File: src/rtl/seg7_scan_driver_pkg.sv
// Shared 7-segment constants (active-low gfedcba) and anode encodings for the display blocks.
package seg7_scan_driver_pkg;

  typedef logic [6:0] seg_t;

  localparam seg_t SEG_0     = 7'h40;
  localparam seg_t SEG_1     = 7'h79;
  localparam seg_t SEG_2     = 7'h24;
  localparam seg_t SEG_3     = 7'h30;
  localparam seg_t SEG_4     = 7'h19;
  localparam seg_t SEG_5     = 7'h12;
  localparam seg_t SEG_6     = 7'h02;
  localparam seg_t SEG_7     = 7'h78;
  localparam seg_t SEG_8     = 7'h00;
  localparam seg_t SEG_9     = 7'h10;
  localparam seg_t SEG_BLANK = 7'h7F;
  localparam seg_t SEG_DASH  = 7'h3F;

  localparam logic [7:0] ANODE_OFF = 8'hFF;

endpackage

File: src/rtl/seg7_scan_driver_bcd_to_seg7.sv
// Combinational BCD to active-low 7-segment decoder; non-BCD codes show a dash.
module bcd_to_seg7
  import seg7_scan_driver_pkg::*;
(
  input  logic [3:0] bcd_i,
  input  logic       blank_i,
  output logic [6:0] seg_o
);

  always_comb begin
    seg_o = SEG_DASH;
    if (blank_i) begin
      seg_o = SEG_BLANK;
    end else begin
      case (bcd_i)
        4'd0:    seg_o = SEG_0;
        4'd1:    seg_o = SEG_1;
        4'd2:    seg_o = SEG_2;
        4'd3:    seg_o = SEG_3;
        4'd4:    seg_o = SEG_4;
        4'd5:    seg_o = SEG_5;
        4'd6:    seg_o = SEG_6;
        4'd7:    seg_o = SEG_7;
        4'd8:    seg_o = SEG_8;
        4'd9:    seg_o = SEG_9;
        default: seg_o = SEG_DASH;
      endcase
    end
  end

endmodule

File: src/rtl/seg7_scan_driver.sv
// Time-multiplexed scan driver for a common-anode 8-digit display: refresh prescaler,
// slot counter, anti-ghost gap, leading-zero blanking and registered outputs.
module seg7_scan_driver
  import seg7_scan_driver_pkg::*;
#(
  parameter int unsigned NUM_DIGITS   = 3,
  parameter int unsigned REFRESH_DIV  = 262144,
  parameter int unsigned BLANK_CYCLES = 1024,
  parameter bit          BLANK_LZ     = 1'b1
) (
  input  logic                    Clk,
  input  logic                    Reset,
  input  logic                    Enable,
  input  logic [4*NUM_DIGITS-1:0] Digits,
  input  logic [NUM_DIGITS-1:0]   Dp_En,
  output logic [7:0]              Anode,
  output logic [7:0]              Display,
  output logic [2:0]              Slot
);

  localparam int unsigned CW = (REFRESH_DIV > 1) ? $clog2(REFRESH_DIV) : 1;
  localparam logic [CW-1:0] CNT_LAST  = CW'(REFRESH_DIV - 1);
  localparam logic [2:0]    SLOT_LAST = 3'(NUM_DIGITS - 1);

  logic [CW-1:0]         count_q, count_d;
  logic [2:0]            slot_q, slot_d;
  logic [7:0]            anode_q, anode_d;
  logic [7:0]            display_q, display_d;
  logic                  tick;
  logic                  in_gap;
  logic [NUM_DIGITS-1:0] lz_mask;
  logic [3:0]            digit_sel;
  logic                  dp_sel;
  logic                  lz_sel;
  logic [6:0]            seg;

  assign tick   = (count_q == CNT_LAST);
  assign in_gap = (32'(count_q) < BLANK_CYCLES);

  // Digit i (i>0) is a leading zero when it and every more-significant digit are 0;
  // the ones digit is never blanked.
  always_comb begin
    lz_mask = '0;
    for (int unsigned i = 1; i < NUM_DIGITS; i++) begin
      lz_mask[i] = BLANK_LZ;
      for (int unsigned j = i; j < NUM_DIGITS; j++) begin
        if (Digits[4*j +: 4] != 4'd0) lz_mask[i] = 1'b0;
      end
    end
  end

  always_comb begin
    digit_sel = '0;
    dp_sel    = 1'b0;
    lz_sel    = 1'b0;
    for (int unsigned i = 0; i < NUM_DIGITS; i++) begin
      if (slot_q == 3'(i)) begin
        digit_sel = Digits[4*i +: 4];
        dp_sel    = Dp_En[i];
        lz_sel    = lz_mask[i];
      end
    end
  end

  bcd_to_seg7 u_dec (
    .bcd_i   (digit_sel),
    .blank_i (lz_sel),
    .seg_o   (seg)
  );

  always_comb begin
    count_d   = tick ? '0 : count_q + 1'b1;
    slot_d    = slot_q;
    if (tick) slot_d = (slot_q == SLOT_LAST) ? '0 : slot_q + 1'b1;
    anode_d   = ANODE_OFF;
    display_d = '1;
    if (Enable && !in_gap) begin
      anode_d[slot_q] = 1'b0;
      display_d       = {~dp_sel, seg};
    end
  end

  always_ff @(posedge Clk) begin
    if (Reset) begin
      count_q   <= '0;
      slot_q    <= '0;
      anode_q   <= ANODE_OFF;
      display_q <= '1;
    end else begin
      count_q   <= count_d;
      slot_q    <= slot_d;
      anode_q   <= anode_d;
      display_q <= display_d;
    end
  end

  assign Anode   = anode_q;
  assign Display = display_q;
  assign Slot    = slot_q;

endmodule

File: config.mk
export PLATFORM = sky130hd
export DESIGN_NAME = seg7_scan_driver
export DESIGN_NICKNAME = d
export VERILOG_FILES = /design/src/rtl/seg7_scan_driver_pkg.sv /design/src/rtl/seg7_scan_driver_bcd_to_seg7.sv /design/src/rtl/seg7_scan_driver.sv
export SDC_FILE = /design/constraint.sdc
export NUM_CORES = 1
export LEC_CHECK = 0
export CORE_MARGIN = 5
export CORE_UTILIZATION = 45
export DETAILED_ROUTE_END_ITERATION = 10
export HOLD_SLACK_MARGIN = 0.08
export PLACE_DENSITY_LB_ADDON = 0.15
export SLEW_MARGIN = 10
export SYNTH_ARGS = -nofsm -noshare
export SYNTH_HDL_FRONTEND = slang
export SYNTH_SLANG_ARGS = --single-unit
File: constraint.sdc
create_clock -name Clk -period 4.1 [get_ports Clk]
set_input_delay 0.82 -clock Clk [delete_from_list [all_inputs] [get_ports Clk]]
set_output_delay 0.82 -clock Clk [all_outputs]
set_load 0.01 [all_outputs]
; Word-level counts from Yosys, hierarchy flattened
; Memories as Yosys holds them, arrays and structs flattened. A register that Yosys moved wholly into a read port is not among the register bits.
; Index checks and enable logic that the tools add are counted.
[word_totals]
memories = 1
inputBits = 18
latchBits = 0
ram_bits = 0
mem_bits_ro = 112
word_cells = 39
out_inout_bits = 19
regBits = 30
[memory_table]
columns = name, depth, width, rd, rd_clocked_by_memory_dff, write_ports, line
row1 = (no name shown), 16, 7, 1, 1, 0, seg7_scan_driver_bcd_to_seg7.sv:15  ; case (bcd_i)
[classes]
n_eq_ne = 3
n_addsub = 2
n_bitwise = 3
n_shift = 0
magnitude_cmp = 3
mux = 14
reduce_logical = 9
multipliers = 0
n_div = 0
[op_table]
columns = cell, count
row1 = 18-bit by 1-bit adder with 18-bit output (second input constant), 1
row2 = 18-bit equality test (second input constant), 1
row3 = 18-bit by 11-bit < comparator with 1-bit output (second input constant), 1
row4 = 4-bit two-way mux, 3
row5 = 1-bit two-way mux, 9
row6 = 8-bit inverter, 1
row7 = 4-bit nonzero test, 2
row8 = 3-bit by 4-bit < comparator with 1-bit output (second input constant), 1
row9 = 2-bit OR reduction, 2
row10 = 3-bit by 1-bit adder with 3-bit output (second input constant), 1
row11 = 1-bit demux with 3-bit select, 1
row12 = 3-bit by 1-bit equality test with 1-bit output (second input constant), 1
row13 = 3-bit by 2-bit equality test with 1-bit output (second input constant), 1
row14 = 3-bit by 1-bit greater-or-equal comparator with 1-bit output (second input constant), 1
row15 = 3-bit logical NOT, 1
row16 = 3-bit two-way mux, 1
row17 = 3-bit OR reduction, 1
row18 = 1-bit logical AND, 2
row19 = 1-bit inverter, 2
row20 = 1-bit logical NOT, 1

; Logic depth before layout (Yosys ltp)
[logic_depth]
word_depth = 6
depth_mapped = 8

; Hierarchy
; A second synthesis with hierarchy kept.
[hier_totals]
cells_unflattened = 211
area_unflattened_um2 = 1775.5
[by_module_without_submodules]
columns = mod, cells_each, n_inst, area_per_inst_um2
row1 = seg7_scan_driver, 176, 1, 1540.2
row2 = bcd_to_seg7, 35, 1, 235.2

; Worst setup path after synthesis
; No wires, ideal clock.
[synth_timing]
path_type = input to register
start = input port Digits[8]
end = register display_q[3] (netlist: Display[3])
setup_ns = 0.146
arrival_time_ns = 1.918
path_stages = 6
slack_ns = 2.036
n_path_buf = 0
path_cell_list = mux2_2 -> o21ai_1 -> inv_1 -> ha_1 -> nor2b_1 -> o2111ai_2
[synth_between]
elab_chain_len = 5
elab_cells_between_ends = 7
classes_between = 5 x mux / 2 x reduce/logical
[synth_lines]
columns = element, line
row1 = "start, declared", seg7_scan_driver.sv:14  ; input logic [4*NUM_DIGITS-1:0] Digits,
row2 = 4-bit nonzero test, seg7_scan_driver.sv:47  ; if (Digits[4*j +: 4] != 4'd0) lz_mask[i] = 1'b0;
row3 = 1-bit two-way mux, seg7_scan_driver.sv:47
row4 = 1-bit two-way mux (2 in series), seg7_scan_driver.sv:57  ; if (slot_q == 3'(i)) begin
row5 = 3-bit OR reduction (no line), -
row6 = "end, declared", seg7_scan_driver.sv:28  ; logic [7:0] display_q, display_d;
; Several ways; a longest one is shown, not always the timed one.
; A chain may end at the register's enable or synchronous reset.

; Final worst setup path
[layout_timing]
start = register slot_q[0] (netlist: Slot[0])
end = output port Slot[0]
[layout_lines]
columns = element, line
row1 = "start, declared", seg7_scan_driver.sv:26  ; logic [2:0] slot_q, slot_d;
row2 = "start signal, assigned", seg7_scan_driver.sv:91  ; slot_q <= slot_d;
row3 = "end, declared", seg7_scan_driver.sv:18  ; output logic [2:0] Slot
; No word-level cell between the ends.

==> flow_summary.toml <==
[status]
outcome = "finished clean"

[routing]
wl_mm = 3.51
dr.pass1.iters = 4
ant_nets = 0
via_per_inst = 5.17
drc = 0
via_count = 1428
wire_per_inst_um = 12.7
drtIter0Drc = 64

[critical_path]
worstSetupEndpointType = "output port"
worstPathMaxFanout = 18
rr_worst_depth = 6
crit_slowest_cell = "dfxtp_1"
worstPathRequired_ns = 3.28
critical_path_buf_inv_count = 1
worstSetupPathType = "reg2out"
start_kind = "register"
path_cells = "clkdlybuf4s50_1"
r2r_end = "Display[3]"
crit_family = "flip-flops"
reg2reg_setup_slack_ns = 1.87
timing.rr.start = "Slot[1]"
cpPeakStageDelay_ns = 0.73
critPathArrivalTime_ns = 1.68

[layout]
instances_no_fill = 276
multi_input_area_sq_um = 901
drive_above_1_share_pct = 8.33
final_core_util_pct = 60.0
mostFrequentLayoutCell = "dfxtp_1"
areaGrowthSynthToFinish_pct = 28.9
layout_common_cells = "dfxtp_1 (37), clkdlybuf4s50_1 (36), nor2_1 (27), nand2_1 (18), a21oi_1 (9)"
seqCellArea_sq_um = 741
fillers = 321
antenna_cells = 0
finalInstanceArea_sq_um = 2200
fin_nets = 247

[global_route]
track_usage_pct = 13.9
grt.overflow.total = 0
grt_pass1_vias = 1390
antenna_found_initial = 0
grt_max_degree = 19
grt_pass1_wl_mm = 5.80

[cts]
clock_path_buffers = 2
clock_latency_ns = 0.29
ctsHoldBuffers = 0
root_buffer = "clkbuf_8"
cts_resized = 0
cts_tree = "built"
post_cts_buffers = 0
cts_made_buffers = 5
cts.sinks = 37
htreeDepth = 2
cts.clk_slew.worst_paths_ns = 0.08

[placed_design]
preCtsSetupSlack_ns = 1.46
dpl.cell_count = 268
place_area_sq_um = 2080
dpl.hpwl_mm = 2.63
routabilityCongestion = 0.835
port_buffers = 36

[logic_synthesis]
synth_edf_count = 0
synthFlopType = "dfxtp_1"
syn_nets = 211
syn_area_sq_um = 1700
yosysWarnings = 0
async_reset_ff_share_pct = 0
synth_top_area_cell = "dfxtp_1"
synth_top_cell_area_share_pct = 43.5
ys_seq_area_share_pct = 43.5
syn_inst = 191
synth_cell_types = 45
ys_ff_latch = 37
syn-mean-instance-area_sq_um = 8.92
synth_area_leaders = "dfxtp_1 (43%), nor2_1 (6.0%), xnor2_1 (4.1%), xor2_1 (4.1%), nand2_1 (4.0%)"

[pwr]
p_int_mw = 0.576
seqPwrFrac_pct = 50.2
swShare_pct = 21.6
switching_power_mw = 0.159
p_comb_share_pct = 7.2
power_density_nw_per_um2 = 335
max-vdd-ir-drop_uv = 239
pwr-share-clk_pct = 42.5
fin_total_pwr_mw = 0.735
p_leak_nw = 0.805

[floorplan]
fp-row-count = 22
dieArea_sq_um = 5110
initial_core_util_pct = 46.5
die_h_um = 71.5
core_sq_um = 3660
io_pins = 37
die_x_um = 71.5

[sta]
timing.final.ws_setup_ns = 1.60
final-hold-violation-count = 0
whs_ns = 0.494
min_period_ns = 2.50
worst_slew_pin_slew_ns = 0.632
grt_setup_unrepaired = "no"
timing.final.crit_share_pct = 60.9
clock.fmax_mhz = 400
fin_worst_skew_ns = 0.00766
final.setup.tns_ns = 0
slew_violations = 0
setup_viol = 0
slew_headroom_pct = 57.8

[worst_hold_path]
worstHoldStart = "count_q[0]"
min_to = "count_q[0]"
hold_path_depth = 1
hold_class = "reg2reg"

[run]
drv_cap = 0
## cell type report
class	instances	area share, %
clock buffer	5	3.13
clock inverter	3	2.11
inverter	5	0.855
multi-input combinational	142	41.0
sequential	37	33.7
tap	48	2.74
timing repair buffer	36	16.4
## how the worst max path moves through the flow
stage / startpoint / end / depth (start not counted)
after floorplan: Digits[8] / Display[3] / 6
after global placement: Digits[8] / Display[3] / 7
after detailed placement: Digits[8] / Display[3] / 7
after CTS: Slot[0] / Slot[0] / 1
after global routing: Slot[0] / Slot[0] / 1
final: Slot[0] / Slot[0] / 1
## cells in the mapped netlist, types with 3 or more instances
cell,count
a21oi_1,9
and4_1,5
buf_2,4
dfxtp_1,37
inv_1,4
nand2_1,18
nand2b_1,6
nand3_1,8
nand3b_1,3
nand4_1,5
nor2_1,27
nor2b_1,4
nor4_1,3
o21ai_0,8
xnor2_1,8
xor2_1,8
## worst reg2reg max path: cells and delay by family, from the launching register on
| family | cells | cell delay [ns] |
|---|---|---|
| AO/OA/AOI/OAI | 2 | 0.45 |
| adder cells (fa/ha/maj) | 1 | 0.29 |
| buffers and inverters | 1 | 0.09 |
| flip-flops | 1 | 0.69 |
| multiplexers | 1 | 0.41 |
| AND/OR/NAND/NOR | 1 | 0.16 |
## state kept, by name, indices dropped and copies added (netlist names)
register	flops
Display	8
Anode	8
Slot	3
count_q	18
## power by group through the flow
stage / sequential, mW / clock (mW) / combinational (mW)
detailed placement: 0.377 / 0 / 0.0528
floorplan: 0.377 / 0 / 0.0266
global placement: 0.377 / 0 / 0.0517
finish: 0.369 / 0.313 / 0.0531
global route: 0.370 / 0.332 / 0.0588
CTS: 0.369 / 0.320 / 0.0534
## cell families (layout without fill, tap and decap cells)
| group | count (synthesis) | count (layout) | synth area share, % |
|---|---|---|---|
| xor+xnor | 16 | 16 | 8.23 |
| simple gates | 91 | 91 | 28.9 |
| mux | 5 | 5 | 3.45 |
| fa+ha+maj | 2 | 2 | 1.47 |
| buf+inv | 12 | 49 | 3.60 |
| compound gates | 28 | 28 | 10.9 |
| flops | 37 | 37 | 43.5 |
## metal layers
metal	wire length (um)	part of all wire, %	global-route usage, %	up-vias
met2	1650	47	24.5	34
met4	27	0.77	4.38	0
met1	1610	46	15.6	654
met3	222	6.3	4.91	4
met5	0	0	0	-
li1	-	-	-	736
(Power assumes the default switching activity.)
